`src/rtl/vga_timing_pkg.sv`:
```
// Shared 640x480@60 raster constants for the timing generator, drawer and bench.
// Latency: none. This file holds only constants and a helper function.
// Backpressure: none. The raster is free-running.
package vga_timing_pkg;

   localparam int COORD_W  = 10;

   localparam int H_ACTIVE = 640;
   localparam int H_FP     = 16;
   localparam int H_SYNC   = 96;
   localparam int H_BP     = 48;

   localparam int V_ACTIVE = 480;
   localparam int V_FP     = 10;
   localparam int V_SYNC   = 2;
   localparam int V_BP     = 33;

   localparam int H_TOTAL  = H_ACTIVE + H_FP + H_SYNC + H_BP;
   localparam int V_TOTAL  = V_ACTIVE + V_FP + V_SYNC + V_BP;

   localparam int H_SYNC_START = H_ACTIVE + H_FP;
   localparam int H_SYNC_END   = H_SYNC_START + H_SYNC;
   localparam int V_SYNC_START = V_ACTIVE + V_FP;
   localparam int V_SYNC_END   = V_SYNC_START + V_SYNC;

   // 0 means negative-polarity syncs, which is what 640x480 monitors expect
   localparam logic SYNC_ACTIVE = 1'b0;

   // Drive the sync line to its active level inside the pulse and to the idle level outside it
   function automatic logic sync_level(input logic in_pulse, input logic active_lvl);
      return in_pulse ? active_lvl : ~active_lvl;
   endfunction

endpackage

```
`src/rtl/vga_timing_gen_if.sv`:
```
// Raster bundle from the timing generator to the pattern drawer.
// Latency: none. This file holds wiring only.
// Backpressure: none. The consumer must accept every pixel clock.
interface vga_timing_gen_if;
   import vga_timing_pkg::*;

   logic [COORD_W-1:0] xpos;
   logic [COORD_W-1:0] ypos;
   logic               draw_area;
   logic               hsync;
   logic               vsync;
   logic               line_start;
   logic               frame_start;

   modport master (
      output xpos, ypos, draw_area, hsync, vsync, line_start, frame_start
   );

   modport slave (
      input  xpos, ypos, draw_area, hsync, vsync, line_start, frame_start
   );

endinterface

```
`src/rtl/vga_timing_gen_wrap_counter.sv`:
```
// Modulo-(TC+1) counter that steps on inc and flags the step that wraps it to zero.
// Latency: value is registered; wrap is combinational from value and inc.
// Backpressure: none. The counter advances whenever inc is high.
module wrap_counter #(
   parameter int W  = 10,
   parameter int TC = 799
) (
   input  logic         clk,
   input  logic         rst,
   input  logic         inc,
   output logic [W-1:0] value,
   output logic         wrap
);

   localparam logic [W-1:0] TC_V = W'(TC);

   // wrap marks the step that takes value from TC back to zero
   assign wrap = inc && (value == TC_V);

   // Reset parks the counter on its terminal count, so the first enabled step lands on 0
   always_ff @(posedge clk) begin
      if (rst) begin
         value <= TC_V;
      end else if (wrap) begin
         value <= '0;
      end else if (inc) begin
         value <= value + W'(1);
      end
   end

endmodule

```
`src/rtl/vga_timing_gen.sv`:
```
// Raster timing source: 640x480@60 coordinates, draw_area, hsync/vsync, and line/frame pulses.
// Latency: all outputs are registered and describe the same (xpos, ypos). Optional macro VGA_TIMING_SYNC_DELAY_EN adds 2 cycles to the syncs only.
// Backpressure: none. The raster free-runs and is held in its blanking state while rst is high or pll_lock is low.
module vga_timing_gen
   import vga_timing_pkg::*;
#(
   parameter int   H_ACTIVE    = vga_timing_pkg::H_ACTIVE,
   parameter int   H_FP        = vga_timing_pkg::H_FP,
   parameter int   H_SYNC      = vga_timing_pkg::H_SYNC,
   parameter int   H_BP        = vga_timing_pkg::H_BP,
   parameter int   V_ACTIVE    = vga_timing_pkg::V_ACTIVE,
   parameter int   V_FP        = vga_timing_pkg::V_FP,
   parameter int   V_SYNC      = vga_timing_pkg::V_SYNC,
   parameter int   V_BP        = vga_timing_pkg::V_BP,
   parameter logic SYNC_ACTIVE = vga_timing_pkg::SYNC_ACTIVE
) (
   input  logic                    clk,
   input  logic                    rst,
   input  logic                    pll_lock,
   vga_timing_gen_if.master        vid
);

   localparam int H_TOT = H_ACTIVE + H_FP + H_SYNC + H_BP;
   localparam int V_TOT = V_ACTIVE + V_FP + V_SYNC + V_BP;

   localparam logic [COORD_W-1:0] H_ACT_C   = COORD_W'(H_ACTIVE);
   localparam logic [COORD_W-1:0] V_ACT_C   = COORD_W'(V_ACTIVE);
   localparam logic [COORD_W-1:0] HS_BEG_C  = COORD_W'(H_ACTIVE + H_FP);
   localparam logic [COORD_W-1:0] HS_END_C  = COORD_W'(H_ACTIVE + H_FP + H_SYNC);
   localparam logic [COORD_W-1:0] VS_BEG_C  = COORD_W'(V_ACTIVE + V_FP);
   localparam logic [COORD_W-1:0] VS_END_C  = COORD_W'(V_ACTIVE + V_FP + V_SYNC);

   if (H_TOT > (1 << COORD_W) || V_TOT > (1 << COORD_W)) begin : g_total_too_big
      $error("vga_timing_gen: H_TOTAL or V_TOTAL exceeds the coordinate range");
   end

   // An unlocked PLL is treated exactly like rst so the drawer never sees a half-built raster
   logic cnt_rst;
   assign cnt_rst = rst | ~pll_lock;

   logic [COORD_W-1:0] x_cur;
   logic [COORD_W-1:0] y_cur;
   logic               h_wrap;
   logic               v_wrap;

   wrap_counter #(.W(COORD_W), .TC(H_TOT - 1)) u_hcnt (
      .clk   (clk),
      .rst   (cnt_rst),
      .inc   (1'b1),
      .value (x_cur),
      .wrap  (h_wrap)
   );

   wrap_counter #(.W(COORD_W), .TC(V_TOT - 1)) u_vcnt (
      .clk   (clk),
      .rst   (cnt_rst),
      .inc   (h_wrap),
      .value (y_cur),
      .wrap  (v_wrap)
   );

   // Coordinates the counters will hold after this edge; flags are built from these to stay aligned
   logic [COORD_W-1:0] x_nxt;
   logic [COORD_W-1:0] y_nxt;
   always_comb begin
      x_nxt = h_wrap ? '0 : x_cur + COORD_W'(1);
      y_nxt = y_cur;
      if (v_wrap) begin
         y_nxt = '0;
      end else if (h_wrap) begin
         y_nxt = y_cur + COORD_W'(1);
      end
   end

   logic draw_q;
   logic line_q;
   logic frame_q;
   logic hs_q;
   logic vs_q;

   // Registered flags describing (x_nxt, y_nxt), which become xpos/ypos on the same edge
   always_ff @(posedge clk) begin
      if (cnt_rst) begin
         draw_q  <= 1'b0;
         line_q  <= 1'b0;
         frame_q <= 1'b0;
         hs_q    <= ~SYNC_ACTIVE;
         vs_q    <= ~SYNC_ACTIVE;
      end else begin
         draw_q  <= (x_nxt < H_ACT_C) && (y_nxt < V_ACT_C);
         line_q  <= (x_nxt == '0);
         frame_q <= (x_nxt == '0) && (y_nxt == '0);
         hs_q    <= sync_level((x_nxt >= HS_BEG_C) && (x_nxt < HS_END_C), SYNC_ACTIVE);
         vs_q    <= sync_level((y_nxt >= VS_BEG_C) && (y_nxt < VS_END_C), SYNC_ACTIVE);
      end
   end

`ifdef VGA_TIMING_SYNC_DELAY_EN
   logic hs_d1, hs_d2;
   logic vs_d1, vs_d2;

   // Two extra stages so the syncs line up with a 2-cycle pipelined drawer's pixel output
   always_ff @(posedge clk) begin
      if (cnt_rst) begin
         hs_d1 <= ~SYNC_ACTIVE;
         hs_d2 <= ~SYNC_ACTIVE;
         vs_d1 <= ~SYNC_ACTIVE;
         vs_d2 <= ~SYNC_ACTIVE;
      end else begin
         hs_d1 <= hs_q;
         hs_d2 <= hs_d1;
         vs_d1 <= vs_q;
         vs_d2 <= vs_d1;
      end
   end

   assign vid.hsync = hs_d2;
   assign vid.vsync = vs_d2;
`else
   assign vid.hsync = hs_q;
   assign vid.vsync = vs_q;
`endif

   assign vid.xpos        = x_cur;
   assign vid.ypos        = y_cur;
   assign vid.draw_area   = draw_q;
   assign vid.line_start  = line_q;
   assign vid.frame_start = frame_q;

endmodule

```
`src/flat_wrapper.sv`:
```
// flat-port wrapper written by rule: the top's interface ports become plain ports
module vga_timing_gen_flat import vga_timing_pkg::*;
#(
   parameter int   H_ACTIVE    = vga_timing_pkg::H_ACTIVE,
   parameter int   H_FP        = vga_timing_pkg::H_FP,
   parameter int   H_SYNC      = vga_timing_pkg::H_SYNC,
   parameter int   H_BP        = vga_timing_pkg::H_BP,
   parameter int   V_ACTIVE    = vga_timing_pkg::V_ACTIVE,
   parameter int   V_FP        = vga_timing_pkg::V_FP,
   parameter int   V_SYNC      = vga_timing_pkg::V_SYNC,
   parameter int   V_BP        = vga_timing_pkg::V_BP,
   parameter logic SYNC_ACTIVE = vga_timing_pkg::SYNC_ACTIVE
)
  (clk, rst, pll_lock, vid_xpos, vid_ypos, vid_draw_area, vid_hsync, vid_vsync, vid_line_start, vid_frame_start);
  vga_timing_gen_if vid_i ();
  input  logic clk;
  input  logic rst;
  input  logic pll_lock;
  output wire logic [$bits(vid_i.xpos)-1:0] vid_xpos;
  output wire logic [$bits(vid_i.ypos)-1:0] vid_ypos;
  output wire logic [$bits(vid_i.draw_area)-1:0] vid_draw_area;
  output wire logic [$bits(vid_i.hsync)-1:0] vid_hsync;
  output wire logic [$bits(vid_i.vsync)-1:0] vid_vsync;
  output wire logic [$bits(vid_i.line_start)-1:0] vid_line_start;
  output wire logic [$bits(vid_i.frame_start)-1:0] vid_frame_start;
  assign vid_xpos = vid_i.xpos;
  assign vid_ypos = vid_i.ypos;
  assign vid_draw_area = vid_i.draw_area;
  assign vid_hsync = vid_i.hsync;
  assign vid_vsync = vid_i.vsync;
  assign vid_line_start = vid_i.line_start;
  assign vid_frame_start = vid_i.frame_start;
  vga_timing_gen #(.H_ACTIVE(H_ACTIVE), .H_FP(H_FP), .H_SYNC(H_SYNC), .H_BP(H_BP), .V_ACTIVE(V_ACTIVE), .V_FP(V_FP), .V_SYNC(V_SYNC), .V_BP(V_BP), .SYNC_ACTIVE(SYNC_ACTIVE)) u_core (.clk(clk), .rst(rst), .pll_lock(pll_lock), .vid(vid_i));
endmodule
```
`config.mk`:
```
export PLATFORM = sky130hd
export DESIGN_NAME = vga_timing_gen_flat
export DESIGN_NICKNAME = d
export VERILOG_FILES = /design/src/rtl/vga_timing_pkg.sv /design/src/rtl/vga_timing_gen_if.sv /design/src/rtl/vga_timing_gen_wrap_counter.sv /design/src/rtl/vga_timing_gen.sv /design/src/flat_wrapper.sv
export SDC_FILE = /design/constraint.sdc
export NUM_CORES = 1
export LEC_CHECK = 0
export CAP_MARGIN = 5
export CORE_MARGIN = 4
export CORE_UTILIZATION = 50
export DETAILED_ROUTE_END_ITERATION = 7
export PLACE_DENSITY = 0.77
export SYNTH_ARGS = -nofsm -noshare
export SYNTH_HDL_FRONTEND = slang
export SYNTH_SLANG_ARGS = --single-unit
```
`constraint.sdc`:
```
create_clock -name clk -period 2.5 [get_ports clk]
set_clock_uncertainty 0.05 [all_clocks]
set_input_delay 0.375 -clock clk [delete_from_list [all_inputs] [get_ports clk]]
set_output_delay 0.375 -clock clk [all_outputs]
set_load 0.05 [all_outputs]
```
# ---- Yosys cells after proc, flatten, opt, wreduce, memory -nomap -nowiden
# Index checks and enable logic that the tools add are counted.
# W data, S select, Z words.
dict set report totals {
  reg_bits 25
  inputBits 3
  output_inout_bits 25
  elab_cells 31
}
dict set report classes {
  addsub 2
  order_cmp 6
  n_eq_ne 2
  mux 5
  n_bitwise 2
  reduce_logical 7
}
# operator n
set ops {}
lappend ops {{$mux W10} 3}
lappend ops {{$add A10 B1 Y10 const B} 2}
lappend ops {{$eq A10 B10 Y1 const B} 2}
lappend ops {{$logic_not A10 Y1} 2}
lappend ops {{$lt A10 B10 Y1 const B} 2}
lappend ops {{$lt A10 B9 Y1 const B} 2}
lappend ops {{$ge A10 B10 Y1 const B} 1}
lappend ops {{$ge A10 B9 Y1 const B} 1}
lappend ops {{$logic_and A1 B1 Y1} 5}
lappend ops {{$mux W1} 2}
lappend ops {{$not A1 Y1} 1}
lappend ops {{$or A1 B1 Y1} 1}

# ---- Longest topological paths before layout
dict set report depth {
  word_depth 6
  mapped_depth 8
  depth_no_buf 8
}

# ---- Cells and area by module
# From an unflattened synthesis, not the netlist that was laid out.
dict set report hier_totals {
  cells_unflattened 206
  area_unflattened_um2 1755.4
}
# module instances cells_per_inst area_per_inst_um2 seq_area_each_um2
set modules_own_cells {}
lappend modules_own_cells {vga_timing_gen 1 97 735.7 100.1}
lappend modules_own_cells {{wrap_counter (u_core.u_vcnt)} 1 56 520.5 200.2}
lappend modules_own_cells {{wrap_counter (u_core.u_hcnt)} 1 53 499.2 200.2}

# ---- Least setup slack after synthesis
# No wires, ideal clock.
dict set report synth_timing {
  kind {register -> register}
  start {reg u_core.u_hcnt.value[0]}
  end {reg u_core.vs_q (netlist: u_core.vid.vsync)}
  setup_ps 133
  arrival_time_ps 2202
  required_time_ps 2317
  setup_slack_ps 114
  stages_incl_launch_ff 8
  path_buffers 0
  period_less_slack_ps 2386
  cell_sequence {dfxtp_1 > ha_1 > nand4_2 > nor4_4 > nand2_2 > xor2_2 > nor4_4 > nand4b_1}
}
dict set report synth_via {
  elab_chain_cells 6
  elab_cells_between_ends 8
  cone_classes {2 x order compare; 1 x eq/ne; 3 x mux; 2 x reduce/logical}
}
# element line_no
set synth_rtl {}
lappend synth_rtl {{from (decl)} vga_timing_gen_wrap_counter.sv:11} ;# output logic [W-1:0] value,
lappend synth_rtl {{from (signal assigned)} vga_timing_gen_wrap_counter.sv:27} ;# value <= value + W'(1);
lappend synth_rtl {{$eq A10 B10 Y1 *} vga_timing_gen_wrap_counter.sv:18} ;# assign wrap = inc && (value == TC_V);
lappend synth_rtl {{$mux W10 / $logic_and A1 B1 Y1 (equally long branches)} {vga_timing_gen.sv:70, vga_timing_gen_wrap_counter.sv:18}}
lappend synth_rtl {{$mux W10 *} vga_timing_gen.sv:68} ;# if (v_wrap) begin
lappend synth_rtl {{$ge A10 B9 Y1 / $lt A10 B9 Y1 (equally long branches)} vga_timing_gen.sv:94} ;# vs_q <= sync_level((y_nxt >= VS_BEG_C) && (y_nxt < VS_END_C), SYNC_ACTIVE);
lappend synth_rtl {{$logic_and A1 B1 Y1 *} vga_timing_gen.sv:94}
lappend synth_rtl {{$mux W1 *} vga_timing_pkg.sv:31} ;# return in_pulse ? active_lvl : ~active_lvl;
lappend synth_rtl {{to (signal assigned)} vga_timing_gen.sv:88} ;# vs_q <= ~SYNC_ACTIVE;
lappend synth_rtl {{to (signal assigned)} vga_timing_gen.sv:94}
lappend synth_rtl {{to (decl)} vga_timing_gen.sv:79} ;# logic vs_q;
# Mark *: on every way between the ends. The rest lies on a longest branch, timed or not.
# A chain may end at the register's enable or synchronous reset.

# ---- Final worst setup path
dict set report layout_timing {
  start {reg u_core.u_hcnt.value[0]}
  end {reg u_core.draw_q (netlist: u_core.vid.draw_area)}
}
dict set report layout_via {
  elab_chain_cells 5
  elab_cells_between_ends 9
  cone_classes {1 x add/sub; 2 x order compare; 1 x eq/ne; 3 x mux; 2 x reduce/logical}
}
# element line_no
set layout_rtl {}
lappend layout_rtl {{branches (longest 4 deep; another with $add A10 B1 Y10)} n/a}
lappend layout_rtl {{$logic_and A1 B1 Y1 *} vga_timing_gen.sv:90} ;# draw_q <= (x_nxt < H_ACT_C) && (y_nxt < V_ACT_C);
lappend layout_rtl {{to (signal assigned)} vga_timing_gen.sv:90}
lappend layout_rtl {{to (decl)} vga_timing_gen.sv:75} ;# logic draw_q;
# Every way passes the cells marked *.

==> summary.txt <==
Logic synthesis
  • Synthesized area per cell: a little over 9 um2
  • Commonest cells post-synth: 25 x dfxtp_1, 18 x nand2_1, 16 x nor2_1, 8 x nand4_1, 7 x xor2_1
  • Top_reg_cell synth: dfxtp_1
  • EDFF count, synth: 0
  • Compound-Gate Fraction of Synth Area: 0.108
  • Adder-cell share of the synthesized area: 0.0258
  • Top cell type's share of synthesized area: 0.344
  • Sequential-to-total area share from yosys stat: 0.344
  • XOR/XNOR share of the synthesized area: 0.0775
  • Cell count after synthesis: 160
  • #FFs+latches synth: 25
  • Largest family of logic cells by synthesized area: simple AND/OR/NAND/NOR gates
  • Synth warn: 0
  • Count leader, synth: dfxtp_1
  • Simple-Gate Fraction of Synth Area: 0.393
  • Area contributors post-synth: dfxtp_1 34%, nand2_1 4.6%, nor4_4 4.4%
  • Ys async rst share: 0
  • Unique cell type count in the Yosys netlist: 56
  • Post-synth top area cell: dfxtp_1
  • Mux contribution to synthesized area: 0.0207
  • Mapped Area: 0.00145 mm2
  • Syn Nets: between 150 and 200

Layout
  • Share of cells above drive strength 1: 0.134
  • Area of the multi-input gates: around 910 um2
  • Final-stage net count: just under 200
  • Fillers: around 270
  • Area growth syn-to-layout: 21.1%
  • Register Area: 500 um2
  • N_diodes: 0

Routing
  • Vias per cell: roughly 5.8
  • First-pass DRT Iterations: 4
  • Initial DRC Count: 51
  • Via count: 1261
  • WL final: ~3.4 mm
  • DRT antenna net count: 0
  • WL per Instance: 15.8 um
  • Drt drc: 0

Run
  • Maxcap violations: 0

Critical path
  • Kind of cell adding the most delay to the critical path: simple AND/OR/NAND/NOR gates
  • CP Buf/Inv Count: 0
  • CP peak stage delay: about 0.42 ns
  • Worst-path cell chain: ha_1 > nand4_2 > nor4_4 > nand2_1 > xor2_1 > nor4_4 > a211oi_1
  • Critical Path Stages: 7
  • Setup crit end: u_core.vid.draw_area
  • R2R setup slack: between 0.3 and 0.4 ns
  • R2r endpoint: u_core.vid.draw_area
  • R2r startpoint: u_core.u_hcnt.value[0]
  • CP Max Fanout: 5
  • Kind of critical path: reg2reg
  • Worst Setup SP: u_core.u_hcnt.value[0]
  • Critical path endpoint category: flop
  • Arrival @ worst endpoint: roughly 2.4 ns
  • CP Launch Type: flop
  • Crit-path slowest cell: nor4_4
  • CP required: 2.71 ns
  • R2R cell count: 7
  • Most common cell on crit path: nor4_4

Floorplan
  • Die height: around 62 um
  • DIE AREA: 0.00383 mm2
  • Initial Utilization: 0.527
  • Num ports: 28
  • Die W: roughly 62 um
  • Rows: 19
  • Core footprint: 0.00276 mm2

Pwr
  • Overall Power: approximately 1000 uW
  • Leakage: 0.000669 uW
  • Worst VDD drop: 389 uV
  • Power Density: 572 mW/mm2

Global routing
  • Met2 Usage GRT: 0.335
  • GR Util met1: 0.272
  • GRT Residual Overflow: 0
  • GRT Resource Usage Total: 0.202
  • Vias in the first global route: roughly 1200
  • First-pass GRT wire length: 5.80 mm
  • Most used routing layer: met2
  • Largest net degree at the start of global routing: 16
  • Antenna violations before repair: 0
  • Met3 GRT Util: 0.0310

STA
  • Setup TNS: 0 ns
  • Max Slew Vio Count: 0
  • Fin worst setup slack: 0.346 ns
  • Slew HR: 0.655
  • Post-route clock period utilization: 0.862
  • Fmax: between 400 and 500 MHz
  • Final Hold Viols: 0
  • Finish-stage setup viols: 0
  • RSZ-0062 raised after global routing: no
  • Slew @ Worst Pin: between 0.5 and 0.6 ns
  • Min cycle time layout: around 2.2 ns

Clock tree
  • Post CTS Setup Buffer Count: 0
  • CTS H-tree lvls: 1
  • Hold buffers post-CTS: 0
  • CTS root buf: clkbuf_4
  • CTS buffer count: 3
  • Worst-skew pair later-pin latency: between 0.3 and 0.4 ns
  • CTS Buffer Depth: 2
  • Clk sinks: 25
  • Clock slew at reported path FFs: 0.15 ns
  • CTS tree: built
  • Cells resized by post-CTS repair: 0

Min path
  • Worst min-delay path class: reg2reg
  • Hold path depth: 1

Status
  • Outcome: finished, final reports clean

Place
  • Detail Placement HPWL: ~2.7 mm
  • Placement Setup Slack: about 0.34 ns
  • Gpl congestion: 0.853
  • Buffers on Ports: 27
==> worst min path at each step <==
stage | startpoint | endpoint
after floorplan | pll_lock | u_core.u_hcnt.value[6]
after global placement | u_core.u_hcnt.value[0] | u_core.u_hcnt.value[0]
after detailed placement | u_core.u_hcnt.value[0] | u_core.u_hcnt.value[0]
after CTS | u_core.u_vcnt.value[0] | u_core.u_vcnt.value[0]
after global routing | u_core.u_vcnt.value[0] | u_core.u_vcnt.value[0]
final | u_core.u_hcnt.value[0] | u_core.u_hcnt.value[0]
==> state kept, by name (all words and copies together) (netlist names) <==
signal                  cells
u_core.vid.draw_area        1
u_core.vid.vsync            1
u_core.u_vcnt.value        10
u_core.vid.frame_start      1
u_core.vid.hsync            1
u_core.u_hcnt.value        10
u_core.vid.line_start       1
==> report_power, final <==
part	internal (uW)	switching, uW	leakage, uW
registers	419	37.3	0.000204
clock network	61.0	126	0.0000139
logic	128	236	0.000451
total	608	399	0.000669
==> cell usage in the layout (no fill, tap or decap), drive strengths merged, types with 4 or more instances in the layout <==
cell,count
clkdlybuf4s50,27
dfxtp,25
nand2,20
nor2,16
nand4,9
xor2,8
nor3,8
nand3,7
o21ai,5
xnor2,4
nor4,4
o211ai,4
==> stage by stage <==
step / utilization / area, um2 / hold slack (ns) / instances
2_1_floorplan: - / 1450 / 0.569 / 160
3_3_place_gp: 0.627 / 1730 / 0.455 / 213
3_5_place_dp: 0.627 / 1730 / 0.484 / 213
4_1_cts: 0.638 / 1760 / 0.519 / 217
5_1_grt: 0.638 / 1760 / 0.547 / 217
6_report: 0.638 / 1760 / 0.511 / 217
==> cell families (layout without fill, tap and decap cells) <==
family                     count (synthesis)  in the layout
AOI/OAI and AO/OA                         22             22
adders and majority gates                  3              3
and+or+nand+nor                           87             87
xor gates and xnor gates                  12             12
buffers and inverters                      8             34
DFF                                       25             25
muxes                                      3              3
==> cell type report <==
class,instances,share of cell area
clock buffers,3,0.0128
multi-input cells,127,0.517
well taps,31,0.0220
flip-flops and latches,25,0.284
inverters,3,0.00640
clock inverters,1,0.00426
repair buffers,27,0.154
==> layer usage <==
metal,vias to the layer above,wire [um]
li1,628,-
met1,600,1540
met2,27,1710
met3,6,123
met4,0,64
met5,-,0
(Power assumes the default switching activity.)
